$ cat src/rtl/mem_stream_reader_pkg.sv
// Shared types and default parameters for the memory stream reader.
package mem_stream_reader_pkg;

    localparam int unsigned DefaultAddrW     = 16;
    localparam int unsigned DefaultDataW     = 8;
    localparam int unsigned DefaultLastAddr  = 35000;
    localparam int unsigned DefaultFifoDepth = 4;

    // Read sequencer states: waiting, issuing reads, emptying the buffer.
    typedef enum logic [1:0] {
        StIdle,
        StRead,
        StDrain
    } state_e;

endpackage

$ cat src/rtl/sync_fifo.sv
// Small synchronous FIFO with a head output taken straight from storage.
// The head is selected by the registered read pointer, so it never depends
// combinationally on push or pop. Push into a full FIFO is accepted only
// together with a pop in the same cycle.
module sync_fifo #(
    parameter int unsigned Width = 9,
    parameter int unsigned Depth = 4
) (
    input  logic                     clk,
    input  logic                     reset,
    input  logic                     push,
    input  logic [Width-1:0]         wdata,
    input  logic                     pop,
    output logic [Width-1:0]         rdata,
    output logic                     full,
    output logic                     empty,
    output logic [$clog2(Depth):0]   count
);

    localparam int unsigned PtrW = $clog2(Depth);
    localparam int unsigned CntW = PtrW + 1;

    logic [Width-1:0] mem_q [Depth];
    logic [PtrW-1:0]  wr_ptr_q;
    logic [PtrW-1:0]  rd_ptr_q;
    logic [CntW-1:0]  count_q;
    logic             do_push;
    logic             do_pop;

    assign full    = (count_q == CntW'(Depth));
    assign empty   = (count_q == '0);
    assign count   = count_q;
    assign rdata   = mem_q[rd_ptr_q];
    assign do_pop  = pop && !empty;
    assign do_push = push && (!full || do_pop);

    // Storage, pointers and occupancy; reset also clears the storage so the
    // head reads as zero after a flush.
    always_ff @(posedge clk) begin
        if (reset) begin
            for (int unsigned i = 0; i < Depth; i++) begin
                mem_q[i] <= '0;
            end
            wr_ptr_q <= '0;
            rd_ptr_q <= '0;
            count_q  <= '0;
        end else begin
            if (do_push) begin
                mem_q[wr_ptr_q] <= wdata;
                wr_ptr_q        <= wr_ptr_q + PtrW'(1);
            end
            if (do_pop) begin
                rd_ptr_q <= rd_ptr_q + PtrW'(1);
            end
            count_q <= count_q + CntW'(do_push) - CntW'(do_pop);
        end
    end

endmodule

$ cat src/rtl/mem_stream_reader.sv
// Memory stream reader: walks addresses 0..LAST_ADDR on a start pulse, reads
// a one-cycle-latency RAM, buffers words in sync_fifo and streams them out on
// valid/ready. Reads are issued only while buffer space is guaranteed, so a
// stalled consumer never causes a dropped word.
// Optional feature macro: MEM_STREAM_READER_CHECKSUM_EN (16-bit running sum
// of accepted words; checksum is tied to zero when undefined).
module mem_stream_reader
    import mem_stream_reader_pkg::*;
#(
    parameter int unsigned ADDR_W     = DefaultAddrW,
    parameter int unsigned DATA_W     = DefaultDataW,
    parameter int unsigned LAST_ADDR  = DefaultLastAddr,
    parameter int unsigned FIFO_DEPTH = DefaultFifoDepth
) (
    input  logic              clk,
    input  logic              reset,
    input  logic              start,
    output logic              busy,
    output logic              mem_rd_en,
    output logic [ADDR_W-1:0] mem_addr,
    input  logic [DATA_W-1:0] mem_rdata,
    output logic [DATA_W-1:0] out_data,
    output logic              out_valid,
    input  logic              out_ready,
    output logic              out_last,
    output logic              done,
    output logic [15:0]       checksum
);

    localparam int unsigned CntW = $clog2(FIFO_DEPTH) + 1;

    state_e              state_q, state_d;
    logic [ADDR_W-1:0]   addr_q, addr_d;
    logic                inflight_q;
    logic                inflight_last_q;
    logic                start_accept;
    logic                is_last_addr;
    logic                credit_ok;
    logic                fifo_full;
    logic                fifo_empty;
    logic [CntW-1:0]     fifo_count;
    logic [DATA_W:0]     fifo_head;
    logic                pop;

    assign start_accept = (state_q == StIdle) && start;
    assign is_last_addr = (addr_q == ADDR_W'(LAST_ADDR));
    // Words already buffered plus the one possibly on the RAM bus must fit.
    assign credit_ok    = !fifo_full &&
                          (({1'b0, fifo_count} + {{CntW{1'b0}}, inflight_q}) <
                           (CntW + 1)'(FIFO_DEPTH));

    assign mem_addr  = addr_q;
    assign out_valid = !fifo_empty;
    assign out_data  = fifo_head[DATA_W-1:0];
    assign out_last  = fifo_head[DATA_W];
    assign pop       = out_valid && out_ready;
    assign busy      = (state_q != StIdle) && !done;

    // Next-state, read strobe, address advance and completion pulse.
    always_comb begin
        state_d   = state_q;
        addr_d    = addr_q;
        mem_rd_en = 1'b0;
        done      = 1'b0;
        unique case (state_q)
            StIdle: begin
                if (start_accept) begin
                    state_d = StRead;
                end
            end
            StRead: begin
                mem_rd_en = credit_ok;
                if (credit_ok) begin
                    addr_d = is_last_addr ? '0 : addr_q + ADDR_W'(1);
                    if (is_last_addr) begin
                        state_d = StDrain;
                    end
                end
            end
            StDrain: begin
                if (fifo_empty && !inflight_q) begin
                    state_d = StIdle;
                    done    = 1'b1;
                end
            end
            default: state_d = StIdle;
        endcase
    end

    // State, address and read-in-flight tracking; reset drops any pending read.
    always_ff @(posedge clk) begin
        if (reset) begin
            state_q         <= StIdle;
            addr_q          <= '0;
            inflight_q      <= 1'b0;
            inflight_last_q <= 1'b0;
        end else begin
            state_q         <= state_d;
            addr_q          <= addr_d;
            inflight_q      <= mem_rd_en;
            inflight_last_q <= mem_rd_en && is_last_addr;
        end
    end

    sync_fifo #(
        .Width (DATA_W + 1),
        .Depth (FIFO_DEPTH)
    ) u_fifo (
        .clk   (clk),
        .reset (reset),
        .push  (inflight_q),
        .wdata ({inflight_last_q, mem_rdata}),
        .pop   (pop),
        .rdata (fifo_head),
        .full  (fifo_full),
        .empty (fifo_empty),
        .count (fifo_count)
    );

`ifdef MEM_STREAM_READER_CHECKSUM_EN
    logic [15:0] checksum_q;

    // Running sum of accepted words; cleared when a new pass begins.
    always_ff @(posedge clk) begin
        if (reset || start_accept) begin
            checksum_q <= '0;
        end else if (pop) begin
            checksum_q <= checksum_q + 16'(out_data);
        end
    end

    assign checksum = checksum_q;
`else
    assign checksum = '0;
`endif

endmodule

$ cat config.mk
export PLATFORM = sky130hd
export DESIGN_NAME = mem_stream_reader
export DESIGN_NICKNAME = d
export VERILOG_FILES = /design/src/rtl/mem_stream_reader_pkg.sv /design/src/rtl/sync_fifo.sv /design/src/rtl/mem_stream_reader.sv
export SDC_FILE = /design/constraint.sdc
export NUM_CORES = 1
export LEC_CHECK = 0
export ABC_AREA = 1
export BUFFER_PORTS_ARGS = -buffer_cell sky130_fd_sc_hd__clkbuf_2
export CORE_MARGIN = 2
export CORE_UTILIZATION = 56
export CTS_CLUSTER_DIAMETER = 80
export DETAILED_ROUTE_END_ITERATION = 8
export PLACE_DENSITY = 0.88
export SKIP_CTS_REPAIR_TIMING = 1
export SYNTH_ARGS = -nofsm -noshare
export SYNTH_HDL_FRONTEND = slang
export SYNTH_SLANG_ARGS = --single-unit
$ cat constraint.sdc
create_clock -name clk -period 3.3 [get_ports clk]
set_input_delay 0.33 -clock clk [delete_from_list [all_inputs] [get_ports clk]]
set_output_delay 0.33 -clock clk [all_outputs]
set_load 0.01 [all_outputs]
==> results.json <==
{
  "clk_pin_slew_ps": 70,
  "root_buffer": "clkbuf_8",
  "initial_utilization_pct": 57.16,
  "hp-class": "in -> reg",
  "coreArea_mm2": 0.005851,
  "via_per_inst": 5.259,
  "gp_congestion": 0.8851,
  "power.density_mw_per_mm2": 552.4,
  "drc_errors": 0,
  "crit_type": "reg -> out",
  "dr.pass1.iters": 5,
  "grt_max_degree": 23,
  "worst_path_max_delay_cell": "dfxtp_1",
  "num_rows": 28,
  "die_w_um": 81.28,
  "antenna_found_initial": 0,
  "grt_overflow": 0,
  "ioPinCount": 57,
  "final.setup.tns_ps": 0,
  "skew_ps": 5.063,
  "whs_ps": 324.1,
  "final.period_utilization_pct": 69.43,
  "slowest_delay_ps": 700,
  "hold_viol_final": 0,
  "num_vias": 2766,
  "clkLatencyLatePin_ps": 340,
  "grt_usage_pct": 22.49,
  "grt_pass1_vias": 2539,
  "cp-start-kind": "flip-flop",
  "syn_inst": 400,
  "die_h_um": 81.28,
  "ir_worst_vdd_uv": 376.3,
  "path_max_fanout": 19,
  "setup_violations": 0,
  "grt_pass1_wl_um": 11230,
  "wl_per_cell_um": 13.18,
  "syn_area_mm2": 0.003344,
  "seq_area_frac_synth_pct": 49.68,
  "clockBufferDepth": 2,
  "outcome": "completed",
  "yosysWarningCount": 0,
  "timing.final.crit_period_ps": 2291,
  "clock_sinks": 65,
  "drive_above_1_share_pct": 19.96,
  "tightest_slew_ps": 588.3,
  "synth.distinct_cells": 33,
  "cts.htree.levels": 3,
  "leakage_nw": 1.539,
  "fin_nets": 464,
  "rsz0062_at_grt": "no",
  "fmax_mhz": 436.5,
  "cap_violations": 0,
  "area_growth_pct": 11.34,
  "synth.avg_cell_area_um2": 8.361,
  "cts_buffers": 9,
  "routed_wl_um": 6934,
  "cp-end-kind": "output port",
  "path_cells": "inv_1, o21ai_0, o22ai_1, clkbuf_2",
  "cts_tree": "done",
  "portBuffers": 40,
  "synth-seq-cells": 65,
  "ant_nets": 0,
  "drv_slew": 0,
  "drt_first_iter_violations": 189,
  "critPathRequiredTime_ps": 2970,
  "dieArea_mm2": 0.006606,
  "dp_hpwl_um": 4842,
  "slew_headroom_pct": 60.72,
  "cp.arrival_ps": 1960,
  "diodes": 0
}
==> cells in the mapped netlist, drive strengths merged <==
cell,count,area share (%)
nor2,89,12
nand2,72,8.6
inv,48,5.4
edfxtp,36,32
dfxtp,29,17
o21ai,28,4.2
nand3,25,4.9
buf,20,4.6
a21oi,15,2.5
o22ai,9,1.7
nand4,6,1.1
ha,5,1.9
nor3,4,0.90
clkbuf,3,0.34
clkinv,2,0.22
nand3b,2,0.45
o21bai,2,0.45
a31oi,1,0.37
conb,1,0.11
fa,1,0.60
o31ai,1,0.22
xnor2,1,0.26
==> per-layer routing <==
metal	up-vias	GRT usage (%)	part of all wire [%]	wire, um
met3	9	6.889	7.4	515
li1	1364	-	-	-
met5	-	0	0	0
met1	1281	27.31	41	2871
met2	112	37.38	49	3431
met4	0	8.644	1.7	116
==> sequential cells by signal, indices dropped and copies added, names as in the netlist, named ones only <==
signal           cells
inflight_last_q      1
state_q              2
u_fifo.rd_ptr_q      2
u_fifo.mem_q        36
u_fifo.wr_ptr_q      2
u_fifo.count         3
inflight_q           1
mem_addr            16
==> critical path: cells and delay by family (launching register included) <==
kind                   cells  cell delay, ps
AO/OA/AOI/OAI              2             380
buffers and inverters      2             540
flip-flops                 1             700
==> layout by cell type (no fill, tap or decap), types with 5 or more instances in the layout <==
cell,instances
o21ai_0,25
edfxtp_1,36
nor2_1,80
nand3_1,17
nand4_1,6
nand2_1,67
dfxtp_1,29
nor2_4,6
a21oi_1,13
clkbuf_8,9
nand3_2,8
conb_1,16
inv_1,44
clkbuf_2,40
ha_1,5
o22ai_1,9
==> final cells by class <==
type	count	area [um2]
clock buffers	9	123.9
clock inverters	7	46.29
fillers	482	2127
inverters	50	187.7
multi-input cells	277	1388
flip-flops and latches	65	1662
well taps	75	93.84
repair buffers	43	222.7
==> where the power goes <==
group          total, mW  switching [mW]  internal, mW
clock              0.582           0.312         0.270
combinational      0.495           0.319         0.177
sequential         0.980          0.0672         0.912
total               2.06           0.698          1.36
==> through the flow <==
step           utilization, %  worst slack [ps]  instances  power (mW)  instance area (um2)
2_1_floorplan               -              1383        415       1.363                 3401
3_3_place_gp            60.74              1319        510       1.467                 3553
3_5_place_dp            60.74              1209        510       1.490                 3553
4_1_cts                 63.64              1019        526       2.067                 3724
5_1_grt                 63.64             832.6        526       2.175                 3724
6_report                63.64              1009        526       2.057                 3724
==> cells by family (layout without fill, tap and decap cells) <==
family,after synthesis,in the layout,share of synthesized area (%)
AO/OA/AOI/OAI,56,56,9.390
XOR/XNOR,1,1,0.2619
adder cells (fa/ha/maj),6,6,2.469
buffers and inverters,73,109,10.51
flip-flops,65,65,49.68
other,1,16,0.1121
AND/OR/NAND/NOR,198,198,27.57
==> final timing paths <==
check / startpoint / endpoint / slack [ps] / cells past startpoint
worst max-delay path: flip-flop / out_data[2] / 1010 / 4
worst min register to register: u_fifo.rd_ptr_q[1]$_SDFFE_PP0P_ / u_fifo.rd_ptr_q[1]$_SDFFE_PP0P_ / 480 / 2
worst min-delay path: start / state_q[0]$_SDFFE_PP0P_ / 320 / 5
worst max register to register: u_fifo.count[1]$_SDFF_PP0_ / u_fifo.count[2]$_SDFF_PP0_ / 1190 / 9
Note: power is estimated with default switching activity, not from simulation.
